## config.mk

```make
export PLATFORM = sky130hd
export DESIGN_NAME = slice_detector_flat
export DESIGN_NICKNAME = d
export VERILOG_FILES = /design/src/rtl/slice_detector_pkg.sv /design/src/rtl/slice_detector_if.sv /design/src/rtl/slice_detector_tick_sync.sv /design/src/rtl/slice_detector.sv /design/src/flat_wrapper.sv
export SDC_FILE = /design/constraint.sdc
export NUM_CORES = 1
export LEC_CHECK = 0
export CAP_MARGIN = 30
export CORE_MARGIN = 2
export CORE_UTILIZATION = 38
export DETAILED_ROUTE_END_ITERATION = 8
export PLACE_DENSITY = 0.54
export SYNTH_ARGS = -nofsm -noshare
export SYNTH_HDL_FRONTEND = slang
export SYNTH_SLANG_ARGS = --single-unit
export TNS_END_PERCENT = 10
```

## constraint.sdc

```tcl
create_clock -name clk -period 5.5 [get_ports clk]
set_clock_uncertainty 0.2 [all_clocks]
set_input_delay 0.55 -clock clk [delete_from_list [all_inputs] [get_ports clk]]
set_output_delay 0.55 -clock clk [all_outputs]
set_load 0.01 [all_outputs]
```

## src/rtl/slice_detector_pkg.sv

```systemverilog
// Shared types, defaults and helpers for the slice detector and its consumers.
// State and direction codes are exported here so game/score logic decodes them identically.
package slice_detector_pkg;

    localparam int unsigned X_W             = 10;
    localparam int unsigned Y_W             = 9;
    localparam int unsigned SCORE_W         = 16;
    localparam int unsigned DEF_MIN_SPEED   = 4;
    localparam int unsigned DEF_MAX_INSIDE  = 8;
    localparam int unsigned DEF_COOLDOWN    = 3;

    typedef enum logic [1:0] {
        ST_IDLE     = 2'd0,
        ST_STROKE   = 2'd1,
        ST_INSIDE   = 2'd2,
        ST_COOLDOWN = 2'd3
    } state_e;

    typedef enum logic [1:0] {
        DIR_L2R = 2'b00,
        DIR_R2L = 2'b01,
        DIR_T2B = 2'b10,
        DIR_B2T = 2'b11
    } dir_e;

    typedef struct packed {
        logic [X_W-1:0] x;
        logic [Y_W-1:0] y;
        logic [X_W-1:0] w;
        logic [Y_W-1:0] h;
        logic           valid;
    } obj_box_t;

    // {vert_dominant, negative}; ties resolve to horizontal
    function automatic logic [1:0] slash_dir(input logic [10:0] ex, input logic [10:0] ey,
                                             input logic neg_x, input logic neg_y);
        return (ey > ex) ? {1'b1, neg_y} : {1'b0, neg_x};
    endfunction

endpackage

```

## src/rtl/slice_detector_if.sv

```systemverilog
// Cursor/object inputs and slice results of one sliceable object.
interface slice_detector_if;
    import slice_detector_pkg::*;

    logic               moveclk;
    logic [X_W-1:0]     cursor_x;
    logic [Y_W-1:0]     cursor_y;
    logic               mousepush;
    obj_box_t           obj;
    logic               slice_pulse;
    logic [1:0]         slice_dir;
    logic [SCORE_W-1:0] score;
    logic               busy;

    modport master (
        output moveclk, cursor_x, cursor_y, mousepush, obj,
        input  slice_pulse, slice_dir, score, busy
    );

    modport slave (
        input  moveclk, cursor_x, cursor_y, mousepush, obj,
        output slice_pulse, slice_dir, score, busy
    );

endinterface

```

## src/rtl/slice_detector_tick_sync.sv

```systemverilog
// Two-flop sampler with rising-edge detect for a slow level treated as data.
module slice_detector_tick_sync (
    input  logic clk,
    input  logic rst,
    input  logic i_d,
    output logic o_rise_c
);

    logic [1:0] r_sample;

    always_ff @(posedge clk or posedge rst) begin
        if (rst) r_sample <= 2'b00;
        else     r_sample <= {r_sample[0], i_d};
    end

    assign o_rise_c = (r_sample == 2'b01);

endmodule

```

## src/rtl/slice_detector.sv

```systemverilog
// Detects a fast pressed stroke that enters and then leaves one object's box;
// emits a one-cycle slice pulse, keeps a saturating score and the slash direction.
module slice_detector
    import slice_detector_pkg::*;
#(
    parameter int unsigned MIN_SPEED      = DEF_MIN_SPEED,
    parameter int unsigned MAX_INSIDE     = DEF_MAX_INSIDE,
    parameter int unsigned COOLDOWN_TICKS = DEF_COOLDOWN
) (
    input logic             clk,
    input logic             rst,
    slice_detector_if.slave bus
);

    localparam int unsigned CNT_MAX = (MAX_INSIDE > COOLDOWN_TICKS) ? MAX_INSIDE : COOLDOWN_TICKS;
    localparam int unsigned CNT_W   = (CNT_MAX > 2) ? $clog2(CNT_MAX) : 1;

    state_e             r_state;
    logic [X_W-1:0]     r_prev_x;
    logic [Y_W-1:0]     r_prev_y;
    logic [X_W-1:0]     r_entry_x;
    logic [Y_W-1:0]     r_entry_y;
    logic [CNT_W-1:0]   r_cnt;
    logic               r_pulse;
    logic [1:0]         r_dir;
    logic [SCORE_W-1:0] r_score;

    logic               w_tick;
    logic [X_W:0]       w_x_end;
    logic [Y_W:0]       w_y_end;
    logic               w_inside;
    logic [X_W-1:0]     w_dx;
    logic [Y_W-1:0]     w_dy;
    logic [10:0]        w_speed;
    logic               w_fast;
    logic [X_W-1:0]     w_ex;
    logic [Y_W-1:0]     w_ey;
    logic [1:0]         w_dir;

    slice_detector_tick_sync u_tick_sync (
        .clk      (clk),
        .rst      (rst),
        .i_d      (bus.moveclk),
        .o_rise_c (w_tick)
    );

    // Box test with one extra bit on the far edge so x+w cannot wrap
    assign w_x_end  = (X_W+1)'(bus.obj.x) + (X_W+1)'(bus.obj.w);
    assign w_y_end  = (Y_W+1)'(bus.obj.y) + (Y_W+1)'(bus.obj.h);
    assign w_inside = bus.obj.valid
                    & (bus.cursor_x >= bus.obj.x) & ((X_W+1)'(bus.cursor_x) < w_x_end)
                    & (bus.cursor_y >= bus.obj.y) & ((Y_W+1)'(bus.cursor_y) < w_y_end);

    assign w_dx    = (bus.cursor_x >= r_prev_x) ? bus.cursor_x - r_prev_x : r_prev_x - bus.cursor_x;
    assign w_dy    = (bus.cursor_y >= r_prev_y) ? bus.cursor_y - r_prev_y : r_prev_y - bus.cursor_y;
    assign w_speed = 11'(w_dx) + 11'(w_dy);
    assign w_fast  = (w_speed >= 11'(MIN_SPEED));

    assign w_ex  = (bus.cursor_x >= r_entry_x) ? bus.cursor_x - r_entry_x : r_entry_x - bus.cursor_x;
    assign w_ey  = (bus.cursor_y >= r_entry_y) ? bus.cursor_y - r_entry_y : r_entry_y - bus.cursor_y;
    assign w_dir = slash_dir(11'(w_ex), 11'(w_ey),
                             bus.cursor_x < r_entry_x, bus.cursor_y < r_entry_y);

    always_ff @(posedge clk or posedge rst) begin
        if (rst) begin
            r_state   <= ST_IDLE;
            r_prev_x  <= '0;
            r_prev_y  <= '0;
            r_entry_x <= '0;
            r_entry_y <= '0;
            r_cnt     <= '0;
            r_pulse   <= 1'b0;
            r_dir     <= 2'b00;
            r_score   <= '0;
        end else begin
            r_pulse <= 1'b0;
            if (w_tick) begin
                r_prev_x <= bus.cursor_x;
                r_prev_y <= bus.cursor_y;
                case (r_state)
                    ST_IDLE: begin
                        if (bus.mousepush) r_state <= ST_STROKE;
                    end
                    ST_STROKE: begin
                        if (!bus.mousepush) begin
                            r_state <= ST_IDLE;
                        end else if (w_inside && w_fast) begin
                            r_state   <= ST_INSIDE;
                            r_entry_x <= bus.cursor_x;
                            r_entry_y <= bus.cursor_y;
                            r_cnt     <= '0;
                        end
                    end
                    ST_INSIDE: begin
                        // Losing the object or the button aborts without scoring
                        if (!bus.mousepush || !bus.obj.valid) begin
                            r_state <= ST_IDLE;
                        end else if (!w_inside) begin
                            r_pulse <= 1'b1;
                            r_dir   <= w_dir;
                            if (!(&r_score)) r_score <= r_score + SCORE_W'(1);
                            r_state <= ST_COOLDOWN;
                            r_cnt   <= '0;
                        end else if (r_cnt == CNT_W'(MAX_INSIDE - 1)) begin
                            r_state <= ST_STROKE;
                        end else begin
                            r_cnt <= r_cnt + CNT_W'(1);
                        end
                    end
                    ST_COOLDOWN: begin
                        if (r_cnt == CNT_W'(COOLDOWN_TICKS - 1))
                            r_state <= bus.mousepush ? ST_STROKE : ST_IDLE;
                        else
                            r_cnt <= r_cnt + CNT_W'(1);
                    end
                    default: r_state <= ST_IDLE;
                endcase
            end
        end
    end

    assign bus.slice_pulse = r_pulse;
    assign bus.slice_dir   = r_dir;
    assign bus.score       = r_score;
    assign bus.busy        = (r_state != ST_IDLE);

endmodule
```

## src/flat_wrapper.sv

```systemverilog
// flat-port wrapper written by rule: the top's interface ports become plain ports
module slice_detector_flat import slice_detector_pkg::*;
#(
    parameter int unsigned MIN_SPEED      = DEF_MIN_SPEED,
    parameter int unsigned MAX_INSIDE     = DEF_MAX_INSIDE,
    parameter int unsigned COOLDOWN_TICKS = DEF_COOLDOWN
)
  (clk, rst, bus_moveclk, bus_cursor_x, bus_cursor_y, bus_mousepush, bus_obj, bus_slice_pulse, bus_slice_dir, bus_score, bus_busy);
  slice_detector_if bus_i ();
  input logic clk;
  input logic rst;
  input wire logic [$bits(bus_i.moveclk)-1:0] bus_moveclk;
  input wire logic [$bits(bus_i.cursor_x)-1:0] bus_cursor_x;
  input wire logic [$bits(bus_i.cursor_y)-1:0] bus_cursor_y;
  input wire logic [$bits(bus_i.mousepush)-1:0] bus_mousepush;
  input wire logic [$bits(bus_i.obj)-1:0] bus_obj;
  output wire logic [$bits(bus_i.slice_pulse)-1:0] bus_slice_pulse;
  output wire logic [$bits(bus_i.slice_dir)-1:0] bus_slice_dir;
  output wire logic [$bits(bus_i.score)-1:0] bus_score;
  output wire logic [$bits(bus_i.busy)-1:0] bus_busy;
  assign bus_i.moveclk = bus_moveclk;
  assign bus_i.cursor_x = bus_cursor_x;
  assign bus_i.cursor_y = bus_cursor_y;
  assign bus_i.mousepush = bus_mousepush;
  assign bus_i.obj = bus_obj;
  assign bus_slice_pulse = bus_i.slice_pulse;
  assign bus_slice_dir = bus_i.slice_dir;
  assign bus_score = bus_i.score;
  assign bus_busy = bus_i.busy;
  slice_detector #(.MIN_SPEED(MIN_SPEED), .MAX_INSIDE(MAX_INSIDE), .COOLDOWN_TICKS(COOLDOWN_TICKS)) u_core (.clk(clk), .rst(rst), .bus(bus_i));
endmodule
```

**Word-level counts from Yosys, hierarchy flattened**

Index checks and enable logic that the tools add are counted.

- $add $sub $neg: 13
- Magnitude comparators: 12
- Equal/unequal tests: 15
- Muxes and demuxes: 25
- Bitwise logic cells: 7
- Reduce and logical (&&, ||, !) cells: 13

Operators with widths:

| operator | number |
|---|---|
| $sub A10 B10 Y10 | 4 |
| $sub A9 B9 Y9 | 4 |
| $ge A10 B10 Y1 | 3 |
| $ge A9 B9 Y1 | 3 |
| $mux W10 | 2 |
| $mux W3 | 6 |
| $mux W9 | 2 |
| $add A16 B1 Y16 const B | 1 |
| $mux W2 | 8 |
| $reduce_and A16 Y1 | 1 |
| $add A10 B10 Y11 | 1 |
| $add A10 B9 Y11 | 1 |
| $ge A11 B3 Y1 const B | 1 |
| $lt A10 B11 Y1 | 1 |
| $add A9 B9 Y10 | 1 |
| $gt A9 B10 Y1 | 1 |
| $lt A10 B10 Y1 | 1 |
| $lt A9 B10 Y1 | 1 |
| $reduce_and A5 Y1 | 2 |
| $lt A9 B9 Y1 | 1 |
| $pmux W3 S3 | 1 |
| $ne A2 B2 Y1 const B | 4 |
| $pmux W2 S4 | 1 |
| $reduce_and A4 Y1 | 2 |
| 19 further kinds | 32 |

- Flip-flop bits (word level): 64
- Bits of input ports: 62
- Output and inout bits: 20
- Logic and storage cells: 95

**Longest topological paths before layout**

- Depth in word-level cells: 9
- Depth in mapped cells: 23
- Gate-level depth less buffers: 22

**Hierarchy**

Synthesis repeated with hierarchy kept, for this count alone.

- Cells, all modules: 899
- Area total of the unflattened synthesis: 7908.8 um2

By module, submodules not included:

| module | instances | cells an instance | area an instance (um2) |
|---|---|---|---|
| slice_detector | 1 | 895 | 7841.3 |
| slice_detector_tick_sync | 1 | 4 | 67.6 |

**Worst setup path before layout**

No wires, ideal clock.

- Path kind: in2reg
- Start: input port bus_cursor_x[0]
- End: register u_core.r_cnt[0]
- Setup time: 0.128 ns
- Arrival time: 4.486 ns
- Required time: 5.172 ns
- Setup slack: 0.686 ns
- Cell stages on the path: 21
- Buffers on the path: 1
- Cells stage by stage: inv_1 -> ha_1 -> inv_1 -> fa_1 -> a211oi_2 -> o21ai_1 -> a2111oi_2 -> nor3_2 -> buf_2 -> mux2i_1 -> o21ai_0 -> a21oi_1 -> xnor2_1 -> ha_1 -> nor4_1 -> nand4_1 -> nor3b_1 -> mux2i_1 -> and2_4 -> o221ai_4 -> mux2_1

- Word-level cells in the longest chain between the ends: 8
- Elaborated cells between the ends (all ways): 19
- Classes of those cells: 3 x add/sub; 4 x order compare; 2 x eq/ne; 4 x mux; 4 x bitwise; 2 x reduce/logical

Ends and longest elaborated chain:

| element | RTL line | source |
|---|---|---|
| start, declared | flat_wrapper.sv:13 | `input wire logic [$bits(bus_i.cursor_x)-1:0] bus_cursor_x;` |
| branches (longest 8 deep; another with $add A10 B9 Y11) | - |  |
| end signal, assigned | slice_detector.sv:107 | `r_cnt <= r_cnt + CNT_W'(1);` |
| end signal, assigned | slice_detector.sv:114 | `r_cnt <= r_cnt + CNT_W'(1);` |
| end, declared | slice_detector.sv:23 | `logic [CNT_W-1:0] r_cnt;` |

Parallel ways; which one is timed is not known. The select of a mux whose other input is x is not followed.
A chain may end at the register's enable or synchronous reset.

**Worst setup path in the final report**

- Start: input port bus_cursor_y[3]
- End: register u_core.r_cnt[1]

- Word-level cells in the longest chain between the ends: 7
- Elaborated cells between the ends (all ways): 17
- Classes of those cells: 3 x add/sub; 4 x order compare; 2 x eq/ne; 4 x mux; 2 x bitwise; 2 x reduce/logical

Ends and longest elaborated chain:

| element | RTL line | source |
|---|---|---|
| start, declared | flat_wrapper.sv:14 | `input wire logic [$bits(bus_i.cursor_y)-1:0] bus_cursor_y;` |
| $sub A9 B9 Y9 / $ge A9 B9 Y1 (equally long branches) | slice_detector.sv:55 | `assign w_dy = (bus.cursor_y >= r_prev_y) ? bus.cursor_y - r_prev_y : r_prev_y - bus.cursor_y;` |
| $mux W9 | slice_detector.sv:55 |  |
| $add A10 B9 Y11 | slice_detector.sv:56 | `assign w_speed = 11'(w_dx) + 11'(w_dy);` |
| $ge A11 B3 Y1 | slice_detector.sv:57 | `assign w_fast = (w_speed >= 11'(MIN_SPEED));` |
| $logic_and A1 B1 Y1 | slice_detector.sv:87 | `end else if (w_inside && w_fast) begin` |
| $ne A2 B1 Y1 (no line) | - |  |
| $reduce_and A7 Y1 (no line) | - |  |

Parallel ways exist; a longest one is shown, timed or not. The select of a mux whose other input is x is not followed.

==> flow_metrics.tcl <==
set metrics [dict create \
    post-cts-setup-buffers 0 \
    drive_gt1_frac 0.118 \
    cts.root.buffer_cell "clkbuf_16" \
    synth_area_leaders "ha_1 24%, dfrtp_1 20%, inv_1 5.5%, mux2i_1 5.0%, a21oi_1 4.7%" \
    finalSetupViolCount 0 \
    clk_path_buf_depth 2 \
    vias_per_cell 5.05 \
    rr_worst_depth 18 \
    clock_sinks 64 \
    wp_data_arrival_ns 5.15 \
    yosys-mux-area-fraction 0.0718 \
    number_of_top_level_pins 82 \
    synth.ff_latch_count 64 \
    route.detailed.wl_per_inst_um 15.3 \
    ctsResizeCount 0 \
    final_report_hold_violation_count 0 \
    post_synth_edffs 0 \
    synthCells 907 \
    crit_start "bus_cursor_y[3]" \
    pwr_density_cell_mw_per_mm2 259 \
    number_of_antenna_violations_at_the_first_check_in_global_routing 0 \
    die-height_um 148 \
    initial_core_util 0.389 \
    vdd_drop_max_v 0.000140 \
    holdBufCountCts 0 \
    power.leakage_nw 4.88 \
    global_route.usage.met2 0.316 \
    holdCritPathClass "reg -> reg" \
    insertedDiodeCount 0 \
    worst_max_slew_margin_expressed_relative_to_the_limit 0.522 \
    synth_cell_type_count 70 \
    worst-r2r-setup-slack_ns 0.74 \
    global_route.peak_usage_layer "met2" \
    number_of_global_route_vias_before_repair 6824 \
    grt_util_met3 0.0258 \
    timing.critical_path.to "u_core.r_cnt[1]" \
    end_kind "flip-flop" \
    synth_sequential_area_ratio 0.202 \
    clk_pin_slew_worst_paths_ns 0.06 \
    grtUsageTotal 0.189 \
    global_route.overflow_total 0 \
    fin_crit_ns 5.13 \
    worstPathRequired_ns 5.53 \
    fraction_of_the_cycle_the_final_worst_path_needs 0.932 \
    clock_latency_of_the_later_clocked_register_in_the_worst_skew_pair_ns 0.34 \
    worst-setup-path-type "in -> reg" \
    tritoncts "built" \
    postSynth.asyncResetShare 1.00 \
    global_route_wire_length_before_repair_mm 33.7 \
    cts_made_buffers 9 \
    yosysTopAreaCellShare 0.235 \
    die_area_mm2 0.0220 \
    numPortBuffers 81 \
    ctsHtreeMaxLevel 3 \
    dominant_combinational_cell_family_by_area_after_synthesis "adder cells" \
    postRouteAntennaNets 0 \
    maxCapViolations 0 \
    drc 0 \
    yosys_warnings 0 \
    detailedPlacementHpwl_mm 16.5 \
    setup-tns-final_ns 0 \
    synthXorXnorAreaFrac 0.0641 \
    synth_simple_gate_area_frac 0.128 \
    gp_congestion 0.890 \
    floorplan.rows 52 \
    detailedRoute.firstPassIterationCount 5 \
    synthDominantAreaCellType "ha_1" \
    tightestPinTransition_ns 0.716 \
    yosys.area_share.adder 0.263 \
    core_mm2 0.0204 \
    syn-mean-instance-area_um2 8.74 \
    die-width_um 148 \
    worstReg2RegStart "u_core.r_prev_y[3]" \
    max_clock_freq_ghz 0.195 \
    total_wire_length_mm 20.1 \
    route.vias.total 6633 \
    num-nets-final 1260 \
    synth_ff_type "dfrtp_1" \
    area_growth_syn_to_layout_pct 22.7 \
    critPathMaxFanout 3 \
    status "finished, final reports clean" \
    globalRouteMet1Util 0.261 \
    synth_area_mm2 0.00793 \
    crit_path_start_kind "input port" \
    worst_r2r_end "u_core.r_cnt[1]" \
    drt_iter0_markers 402 \
    final_max_slew_viol_count 0 \
    largest_net_degree_at_the_start_of_global_routing 45 \
    layout.core_utilization 0.478 \
    post_synthesis_compound_gate_area_fraction 0.194 \
    synth_nets 1129 \
]
[critical path, cell delays in order]
cell and delay (ns):
clkdlybuf4s50_1 0.49, inv_1 0.06, ha_1 0.33, a211o_1 0.30, a21oi_1 0.17, o211ai_1 0.14
nand2_1 0.12, mux2_2 0.35, a221oi_2 0.31, buf_4 0.17, nand2_1 0.05, xnor2_1 0.12
ha_1 0.28, nor4_1 0.35, nand4_1 0.21, nor3b_2 0.21, mux2i_2 0.14, and2_4 0.20
o221ai_4 0.24, mux2_1 0.35
[layer usage]
metal	up-vias	share of wire
li1	3458	-
met1	3045	0.49
met2	119	0.46
met3	11	0.034
met4	0	0.014
met5	-	0
[how the worst min path moves through the flow]
stage                                               from                              to  slack, ns  cells past startpoint
final                     u_core.u_tick_sync.r_sample[0]  u_core.u_tick_sync.r_sample[1]       0.19                      0
after global routing      u_core.u_tick_sync.r_sample[0]  u_core.u_tick_sync.r_sample[1]       0.20                      0
after CTS                 u_core.u_tick_sync.r_sample[0]  u_core.u_tick_sync.r_sample[1]       0.19                      0
after detailed placement  u_core.u_tick_sync.r_sample[0]  u_core.u_tick_sync.r_sample[1]       0.17                      0
after global placement    u_core.u_tick_sync.r_sample[0]  u_core.u_tick_sync.r_sample[1]       0.17                      0
after floorplan           u_core.u_tick_sync.r_sample[0]  u_core.u_tick_sync.r_sample[1]       0.15                      0
[registers in the layout, indices dropped and copies added, names as in the netlist]
name,flops
u_core.bus.slice_pulse,1
u_core.r_prev_y,9
u_core.u_tick_sync.r_sample,2
u_core.r_entry_y,9
u_core.bus.score,16
u_core.r_state,2
u_core.r_cnt,3
u_core.bus.slice_dir,2
u_core.r_prev_x,10
u_core.r_entry_x,10
[cell usage after synthesis, types with 5 or more instances]
cell type    n
clkbuf_1    10
nor3_1      15
o21ai_0     53
a21oi_1     74
a211oi_1     8
inv_1      117
nor4_1       5
dfrtp_1     64
nand2_1     53
ha_1       149
xor2_1      24
a31oi_1      8
o21bai_1    17
buf_2        6
mux2_2      11
o211ai_1     5
xnor2_1     34
mux2i_1     40
nor2_1      36
nand3_1     16
a21o_1      28
nor2_2       6
nor2b_1     11
fa_1        11
o21a_1       6
and3_1      10
nand4_1     14
buf_6        6
[cell usage in the layout (no fill, tap or decap), types with 4 or more instances in the layout]
cell type        instances
ha_1                   149
inv_1                  116
clkdlybuf4s50_1         81
a21oi_1                 74
buf_4                   64
dfrtp_1                 64
nand2_1                 53
o21ai_0                 53
mux2i_1                 39
nor2_1                  36
xnor2_1                 34
a21o_1                  28
xor2_1                  24
o21bai_1                17
nand3_1                 16
nand4_1                 14
nor3_1                  14
nor2b_1                 11
mux2_2                  11
fa_1                    11
and3_1                  10
clkbuf_16                9
a211oi_1                 8
a31oi_1                  8
o21a_1                   6
nor2_2                   6
nor4_1                   5
o211ai_1                 5
nand2b_1                 4
o21ai_1                  4
mux2_1                   4
and2_1                   4
o2111ai_1                4
[power breakdown]
group	internal, W	total, W	switching, W
Clock	0.000318	0.000556	0.000238
Combinational	0.000649	0.00136	0.000708
Sequential	0.000538	0.000605	0.0000678
Total	0.00150	0.00252	0.00101
[per-stage QoR]
step	worst slack (ns)	power, W	instances	hold WS [ns]	cell area, um^2
global route	-0.0169	0.00274	1313	0.204	9730
floorplan	0.686	0.00156	907	0.155	7930
detailed placement	-0.0614	0.00196	1297	0.175	9410
global placement	0.0502	0.00195	1297	0.175	9410
finish	0.374	0.00252	1313	0.189	9730
CTS	0.296	0.00254	1313	0.190	9690
[cell type report]
cell class	instances	area [um^2]
Fill cell	1967	10600
Multi-Input combinational cell	700	5750
Sequential cell	64	1600
Timing Repair Buffer	146	1310
Inverter	117	439
Tap cell	270	338
Clock buffer	10	239
Clock inverter	6	45.0
[cell families (layout without fill, tap and decap cells)]
family	after synthesis	after routing
multiplexers	55	55
XOR/XNOR	58	58
flip-flops	64	64
AND/OR/NAND/NOR	193	193
AO/OA/AOI/OAI	234	234
buffers and inverters	143	279
adder cells (fa/ha/maj)	160	160
(Power assumes the default switching activity.)
==> RTL edit, RTL diff (config.mk and constraints unchanged) <==
Reset style: synchronous (`rst`), changed in 2 clocked blocks.
--- a/src/rtl/slice_detector_tick_sync.sv
+++ b/src/rtl/slice_detector_tick_sync.sv
@@ -9,5 +9,5 @@
     logic [1:0] r_sample;
 
-    always_ff @(posedge clk or posedge rst) begin
+    always_ff @(posedge clk) begin
         if (rst) r_sample <= 2'b00;
         else     r_sample <= {r_sample[0], i_d};
--- a/src/rtl/slice_detector.sv
+++ b/src/rtl/slice_detector.sv
@@ -62,5 +62,5 @@
                              bus.cursor_x < r_entry_x, bus.cursor_y < r_entry_y);
 
-    always_ff @(posedge clk or posedge rst) begin
+    always_ff @(posedge clk) begin
         if (rst) begin
             r_state   <= ST_IDLE;
Function: differs if rst is asserted again (counterexample within 4 cycles, from zero or initial values and one cycle with rst high); with rst held inactive, the same outputs for 4 cycles.
==> RTL edit against the unedited design <==
  * Area after synthesis fell by 2.4%
  * Register-to-register slack lost 280 ps
  * Clock power increased by 9.4%
  * Combinational power shrank 46%
  * Sequential power decreased by 21%
  * Hold slack better by 77 ps
  * Sequential cell count stayed put
  * Wire length rose by 2.3%
  * Final area is 3.4% higher
  * Worst setup slack worse by 130 ps
  * Power fell by 28%
==> RTL edit: results (changes against the unedited design) <==
CTS
* H-Tree Depth: 3, unchanged
* insertion delay to the later sink of the worst-skew pair: 340 ps, about the same
* clock transition at the registers of the reported paths: 60 ps, about the same

Status
* run status: completed

Route
* router iterations before antenna repair: 5, unchanged
* number of DRC markers after the initial detailed-route iteration: 238, -41%
* detailed-route vias per instance: 5.068, +0.33%
* average detailed-routed wire length per instance: 14.64 µm, -4.3%

Worst setup path
* CP max stage delay: 530 ps, +40 ps
* Max FO, Critical Path: 6, +3
* library cell contributing the largest single delay on the critical path: sky130_fd_sc_hd__or4_1

Finish
* max FFs per register: 16, unchanged
* ANT cells: 0, unchanged
* count of filler cells inserted in the layout: 1985, +0.92%
* P&R area growth vs syn: 29.90%
* share of final-layout standard cells stronger than drive strength 1: 0.1499, +0.03198
* # nets final: 1352, +7.3%

Logic synthesis
* cells taking the most area after synthesis: sky130_fd_sc_hd__ha_1 24%, sky130_fd_sc_hd__dfxtp_1 17%, sky130_fd_sc_hd__mux2i_1 5.7%
* cell types with the highest counts after synthesis: 149 x sky130_fd_sc_hd__ha_1, 112 x sky130_fd_sc_hd__inv_1, 79 x sky130_fd_sc_hd__nand2_1
* Synth Net Count: 1181, +4.6%
* flip-flop cell with the highest count after synthesis: sky130_fd_sc_hd__dfxtp_1
* sequential area share after synthesis: 0.1655, -0.03645
* unique cell type count in the Yosys netlist: 63, -10%
* fraction of synthesis flops using an asynchronous set or reset pin: 0, -1.000
* synthesis warning total: 0, unchanged

Global routing
* global-route wire length before repair: 34080 µm, +1.0%
* vias in the first global route: 7067, +3.6%
* global-route total usage across every layer: 0.1928, +0.003461
* maximum number of pins on one net before global-route repair: 66, +47%
* final global-route overflow total: 0, unchanged

Placement
* detailed-placement wirelength estimate: 16870 µm, +2.5%
* global placement routability congestion: 0.8632, -3.0%
* placed instance area: 9532 µm², +1.3%

Power
* IR drop worst, VDD: 0.1331 mV, -5.0%
* static leakage: 0.004528 µW, -7.1%

Worst hold path
* path category of the worst min-delay check: reg2reg

STA
* slew at the pin closest to its max-slew limit: 1020 ps, +304.0 ps

==> RTL edit: repair_timing <==
action | 4_1_cts | 5_1_grt
pin swaps | 12 | 10
cloned | 0 | 0
endpoints found under the setup margin | 3 | 25
resized for setup | 12 | 29
setup buffers | 5 | 1
==> RTL edit: report_power, final <==
part / total (µW) / switching [µW] / internal, µW / leakage [µW]
Combinational: 731 / 370 / 361 / 0.00386
Clock: 608 / 222 / 386 / 0.000148
Sequential: 480 / 8.05 / 472 / 0.000518
==> RTL edit: final timing paths <==
kind / startpoint / endpoint / slack, ps / cells past startpoint
min: u_core.r_prev_x[9] / u_core.r_prev_x[9] / 270 / 2
max: bus_cursor_x[1] / u_core.r_cnt[1] / 240 / 21
min reg2reg: u_core.r_prev_x[9] / u_core.r_prev_x[9] / 270 / 2
max reg2reg: u_core.r_prev_x[0] / u_core.r_cnt[1] / 460 / 21
==> RTL edit: stage by stage <==
step                worst slack, ps  instances  total power, µW
detailed placement           -461.7       1383             1198
CTS                           3.527       1403             1823
finish                        243.9       1404             1819
global route                 -3.765       1404             1950
floorplan                     351.9        959            939.8
global placement             -413.3       1383             1195
==> RTL edit: final cells by class <==
type | count | area [µm²] | share of cell area
inverter | 112 | 420.4 | 0.04181
tap | 270 | 337.8 | 0.03359
sequential | 64 | 1281 | 0.1274
clock inverter | 2 | 37.54 | 0.003733
multi-input combinational | 755 | 6048 | 0.6015
timing repair buffer | 188 | 1660 | 0.1651
clock buffer | 13 | 270.3 | 0.02688
==> RTL edit: layer usage <==
metal  vias to the layer above  share of wire  global-route usage
li1                       3708              -                   -
met4                         0          0.022             0.06505
met2                       125           0.46              0.3296
met3                        28          0.036             0.02578
met1                      3255           0.49              0.2509
met5                         -              0                   0
==> RTL edit: worst max-delay path: cells and delay by family <==
family / cells / cell delay [ps]
adders and majority gates: 2 / 660
buffers and inverters: 3 / 720
muxes: 3 / 610
xor gates and xnor gates: 1 / 140
AOI/OAI and AO/OA: 6 / 1540
and+or+nand+nor: 6 / 1070
==> RTL edit: kinds of logic after synthesis <==
group,synth area share
mux,0.07580
simple gates,0.1527
buf+inv,0.07306
flops,0.1655
compound gates,0.1991
fa+ha+maj,0.2693
xor+xnor,0.06449
